==> config.mk <==
export PLATFORM = sky130hd
export DESIGN_NAME = dsp_config_chain_loader
export DESIGN_NICKNAME = d
export VERILOG_FILES = /design/src/rtl/dsp_cfg_pkg.sv /design/src/rtl/dsp_config_chain_loader.sv
export SDC_FILE = /design/constraint.sdc
export NUM_CORES = 1
export LEC_CHECK = 0
export CORE_UTILIZATION = 46
export CTS_CLUSTER_DIAMETER = 150
export DETAILED_ROUTE_END_ITERATION = 10
export PLACE_DENSITY = 0.75
export RECOVER_POWER = 50
export SYNTH_ARGS = -nofsm -noshare
export SYNTH_HDL_FRONTEND = slang
export SYNTH_SLANG_ARGS = --single-unit
export TNS_END_PERCENT = 50
==> constraint.sdc <==
create_clock -name clk -period 1.65 [get_ports clk]
set_input_delay 0.2475 -clock clk [delete_from_list [all_inputs] [get_ports clk]]
set_output_delay 0.2475 -clock clk [all_outputs]
set_load 0.02 [all_outputs]
==> src/rtl/dsp_cfg_pkg.sv <==
// Shared types and constants for the DSP slice configuration chain loader.
// Chain-length default lives beside the slice's own chain-length constant.
package dsp_cfg_pkg;

  typedef enum logic [1:0] {
    IDLE  = 2'd0,
    LOAD  = 2'd1,
    SHIFT = 2'd2,
    DONE  = 2'd3
  } cfg_state_e;

  localparam int DSP_SLICE_CFG_BITS       = 64;
  localparam int CFG_CHAIN_LENGTH_DEFAULT = DSP_SLICE_CFG_BITS;
  localparam int CFG_WORD_WIDTH_DEFAULT   = 16;

  // Counter wide enough to hold the value n itself.
  function automatic int cnt_width(input int n);
    return $clog2(n + 1);
  endfunction

endpackage

==> src/rtl/dsp_config_chain_loader.sv <==
// Serialises valid/ready config words LSB-first into the DSP chain; every output is a flop.
// Word taken on edge N shows bit 0 in cycle N+1; one bubble per word, cfg_valid stalls hold the chain idle.
module dsp_config_chain_loader
  import dsp_cfg_pkg::*;
#(
  parameter int CHAIN_LENGTH = CFG_CHAIN_LENGTH_DEFAULT,
  parameter int WORD_WIDTH   = CFG_WORD_WIDTH_DEFAULT,
  parameter int CNT_W        = cnt_width(CHAIN_LENGTH)
) (
  input  logic                  clk,
  input  logic                  reset_n,
  input  logic                  start,
  input  logic                  abort,
  input  logic [WORD_WIDTH-1:0] cfg_word,
  input  logic                  cfg_valid,
  output logic                  cfg_ready,
  output logic                  configuration_input,
  output logic                  configuration_enable,
  output logic                  busy,
  output logic                  done,
  output logic [CNT_W-1:0]      bit_count
);

  localparam int WCNT_W = (WORD_WIDTH > 1) ? $clog2(WORD_WIDTH) : 1;

  cfg_state_e             state_q, state_d;
  logic [WORD_WIDTH-1:0]  sreg_q, sreg_d;
  logic [WCNT_W-1:0]      wcnt_q, wcnt_d;
  logic [CNT_W-1:0]       bit_count_q, bit_count_d;
  logic                   cfg_ready_q, cfg_ready_d;
  logic                   cfg_in_q, cfg_in_d;
  logic                   cfg_en_q, cfg_en_d;
  logic                   busy_q, busy_d;
  logic                   done_q, done_d;

  logic accept;
  logic last_chain_bit;
  logic last_word_bit;

  assign accept         = (state_q == LOAD) && !abort && cfg_valid && cfg_ready_q;
  assign last_chain_bit = (bit_count_q == CNT_W'(CHAIN_LENGTH - 1));
  assign last_word_bit  = (wcnt_q == WCNT_W'(WORD_WIDTH - 1));

  always_ff @(posedge clk or negedge reset_n) begin
    if (!reset_n) begin
      state_q <= IDLE;
    end else begin
      state_q <= state_d;
    end
  end

  // Chain end outranks word end, so a partial last word's high bits are dropped.
  always_comb begin
    state_d = state_q;
    unique case (state_q)
      IDLE: begin
        if (start && !abort) state_d = LOAD;
      end
      LOAD: begin
        if (abort)       state_d = IDLE;
        else if (accept) state_d = SHIFT;
      end
      SHIFT: begin
        if (abort)               state_d = IDLE;
        else if (last_chain_bit) state_d = DONE;
        else if (last_word_bit)  state_d = LOAD;
      end
      DONE: begin
        state_d = IDLE;
      end
      default: state_d = IDLE;
    endcase
  end

  // Outputs are registered copies of what the next state presents.
  always_comb begin
    cfg_ready_d = (state_d == LOAD);
    busy_d      = (state_d != IDLE);
    done_d      = (state_d == DONE);
    cfg_en_d    = (state_d == SHIFT);
    cfg_in_d    = (state_d == SHIFT) ? sreg_d[0] : 1'b0;
  end

  always_comb begin
    sreg_d      = sreg_q;
    wcnt_d      = wcnt_q;
    bit_count_d = bit_count_q;
    unique case (state_q)
      IDLE: begin
        if (start && !abort) bit_count_d = '0;
      end
      LOAD: begin
        if (accept) begin
          sreg_d = cfg_word;
          wcnt_d = '0;
        end
      end
      SHIFT: begin
        // An abort freezes the count at the last value reported.
        if (!abort) begin
          sreg_d      = sreg_q >> 1;
          wcnt_d      = wcnt_q + 1'b1;
          bit_count_d = bit_count_q + 1'b1;
        end
      end
      default: ;
    endcase
  end

  always_ff @(posedge clk or negedge reset_n) begin
    if (!reset_n) begin
      sreg_q      <= '0;
      wcnt_q      <= '0;
      bit_count_q <= '0;
      cfg_ready_q <= 1'b0;
      cfg_in_q    <= 1'b0;
      cfg_en_q    <= 1'b0;
      busy_q      <= 1'b0;
      done_q      <= 1'b0;
    end else begin
      sreg_q      <= sreg_d;
      wcnt_q      <= wcnt_d;
      bit_count_q <= bit_count_d;
      cfg_ready_q <= cfg_ready_d;
      cfg_in_q    <= cfg_in_d;
      cfg_en_q    <= cfg_en_d;
      busy_q      <= busy_d;
      done_q      <= done_d;
    end
  end

  assign cfg_ready            = cfg_ready_q;
  assign configuration_input  = cfg_in_q;
  assign configuration_enable = cfg_en_q;
  assign busy                 = busy_q;
  assign done                 = done_q;
  assign bit_count            = bit_count_q;

endmodule

==> run metrics <==
worst-path cell chain=inv_2 > ha_4 > buf_4 > inv_1 > a211oi_1 > o31a_1 > nor2b_2; Layout Cells excl Fill=roughly 280; final worst setup slack=-64.3 ps; VDD IR-drop max=0.000905 V; worst slew pin tran=855 ps; Initial Utilization=48.2%; hold-fix buffers at CTS=0; Core Area=around 0.0037 mm^2; commonest non-fill, non-tap cell in the layout=dfrtp_1; drt pass-1 iters=4; Mapped Nets=199; clk_lat worst skew=about 300 ps; critical path's largest stage delay=between 400 and 500 ps; Area Growth Syn to Fin=51.1%; Via density=a little over 6; Root Driver=clkbuf_8; P_sw=~0.0011 W; Clk pwr share=20.3%; final instance area=roughly 0.0027 mm^2; Tmin final=between 1500 and 2000 ps; Sw Share=a little over a third; most frequent cells in the layout=dfrtp_1, clkdlybuf4s50_1, buf_4; die width=between 60 and 70 um; DR iter-0 viols=156; hold_ws=approximately 520 ps; Logic pwr share=between 40% and 50%; HP Class=reg2reg; diodes inserted=0; Final HPWL DP=just under 3 mm; Yosys reg bits=34; worst path arrival time=between 1500 and 2000 ps; critical path buffer and inverter count=3; clk_skew=13.6 ps; H-tree levels=2; DIE HEIGHT=~64 um; number of global-route vias before repair=1604; Max-Cap Viols=0; Global Route Usage Sum=a little under a quarter; grt ovf=0; clk buf depth=2; Period Utilization, post-route=104%; failing checks=setup timing; Crit Path Category=reg2reg; Syn Inst Count=between 150 and 200; pre-CTS WS=-159 ps; CP startpoint kind=register; first-pass GRT wire length=around 7.0 mm; DP Cell Count=~260; LEAKAGE=1.13 nW; synth unique cells=39; largest net degree at the start of global routing=35; antenna violations before repair=0; post-route ant nets=0; clk sinks=34; warnings from Yosys=0; Max FO, Critical Path=8; final WL=roughly 5.2 mm; sequential power share=33.8%; Int Pwr=slightly above 0.002 W; power density cells=between 1000 and 1500 mW/mm^2; # nets final=260; layout cell share with drive strength beyond 1=approximately a third; fmax=0.583 GHz; max-slew violation count=0; CTS clk-pin slew, worst paths=roughly 70 ps; gp weighted congestion=around 0.81; TritonCTS clock tree=yes; Avg Synthesized Cell Area=slightly above 10 um^2; Largest delay share family, worst path=compound AO/OA/AOI/OAI gates; CTS Buf Count=5; RSZ-0062 raised after global routing=true; status=finished with violations; row count=22; final setup fails=21; Synth Cell Area=between 0.0015 and 0.002 mm^2; Port-buffer cells=32; Crit path required time=1870 ps; IO Count=33; critical path's slowest cell=dfrtp_1; Setup TNS=-504 ps; Crit. End Element=register; number of remaining DRC errors=0; final hold vios=0; Vias=approximately 1700; fillers=approximately 250; WL per Instance=about 19 um; die area=0.00412 mm^2; Placement Cell Area=0.00228 mm^2; Rel. slew slack=43.0%; Seq/Total Area, Yosys=a little under half
-- cell families after synthesis --
kind of cell | Yosys count | synth area share (%)
XOR/XNOR | 6 | 2.96
flip-flops | 34 | 47.9
multiplexers | 1 | 0.563
AND/OR/NAND/NOR | 56 | 16.9
buffers and inverters | 17 | 4.58
adder cells (fa/ha/maj) | 6 | 4.23
AO/OA/AOI/OAI | 52 | 22.9
-- cell type report --
cell class | count | area [um^2] | share of cell area [%]
Clock inverter | 1 | 5.00 | 0.186
Timing Repair Buffer | 66 | 666 | 24.8
Clock buffer | 7 | 86.3 | 3.22
Inverter | 5 | 18.8 | 0.699
Tap cell | 48 | 60.1 | 2.24
Sequential cell | 34 | 851 | 31.7
Multi-Input combinational cell | 121 | 997 | 37.2
-- per-stage QoR --
stage          util (%)  total power (W)
2_1_floorplan         -          0.00170
3_3_place_gp       61.9          0.00213
3_5_place_dp       61.9          0.00217
4_1_cts            65.9          0.00290
5_1_grt            72.8          0.00333
6_report           72.8          0.00318
-- metal layers --
metal	wire, um	vias up	global-route usage, %
met2	2610	76	37.8
met4	160	0	9.44
met5	0	-	0
li1	-	750	-
met3	314	18	7.50
met1	2140	860	26.5
-- timing repair --
action,in CTS,in global routing
pin swaps,3,18
resized for setup,9,32
setup buffers,2,5
cloned,0,4
endpoints found under the setup margin,27,32
-- cell usage after synthesis --
master,count,area (um^2)
nor3b_1,2,15.0
a211oi_1,2,15.0
nor3b_2,1,12.5
or2_2,1,6.26
nand2b_1,6,37.5
o21ba_2,1,10.0
and4b_1,1,10.0
a41o_1,1,10.0
nor4b_1,3,26.3
ha_1,6,75.1
a21bo_2,1,10.0
o21ai_0,7,35.0
buf_1,1,3.75
a22o_1,17,149
a21oi_1,2,10.0
o31a_1,1,8.76
o41ai_1,1,8.76
a21o_1,1,7.51
nor4_1,1,6.26
nor2b_1,3,18.8
nand4b_1,1,8.76
a32o_1,1,10.0
inv_1,5,18.8
buf_2,2,10.0
xnor2_1,6,52.6
nor2_1,23,86.3
a2bb2oi_1,1,8.76
buf_6,2,22.5
nand4bb_1,1,11.3
nand3_1,6,30.0
a22oi_1,14,105
a32oi_1,1,8.76
nand4_1,1,6.26
dfrtp_1,34,851
clkbuf_1,7,26.3
mux2i_1,1,10.0
and2_1,1,6.26
nand2_1,5,18.8
o22a_2,1,10.0
-- flip-flops by register name (all words and copies together), names as in the netlist --
name	cells
bit_count	7
busy	1
sreg_q	16
state_q	2
done	1
configuration_input	1
cfg_ready	1
wcnt_q	4
configuration_enable	1
-- power by group through the flow --
| stage | Sequential [W] | Combinational, W | Clock (W) |
|---|---|---|---|
| 2_1_floorplan | 0.00110 | 0.000598 | 0 |
| 3_3_place_gp | 0.00106 | 0.00107 | 0 |
| 3_5_place_dp | 0.00107 | 0.00111 | 0 |
| 4_1_cts | 0.00107 | 0.00119 | 0.000651 |
| 5_1_grt | 0.00109 | 0.00155 | 0.000694 |
| 6_report | 0.00108 | 0.00146 | 0.000646 |
-- worst paths after layout --
kind	startpoint	endpoint	slack [ps]	depth (start not counted)
setup / recovery	state_q[0]	done	-60	7
hold / removal	sreg_q[12]	sreg_q[12]	520	1
setup reg to reg	state_q[0]	done	-60	7
hold reg to reg	sreg_q[12]	sreg_q[12]	520	1
max in group asynchronous	reset_n	sreg_q[9]	530	2
min in group asynchronous	reset_n	sreg_q[6]	590	2
Note: power is estimated with default switching activity, not from simulation.
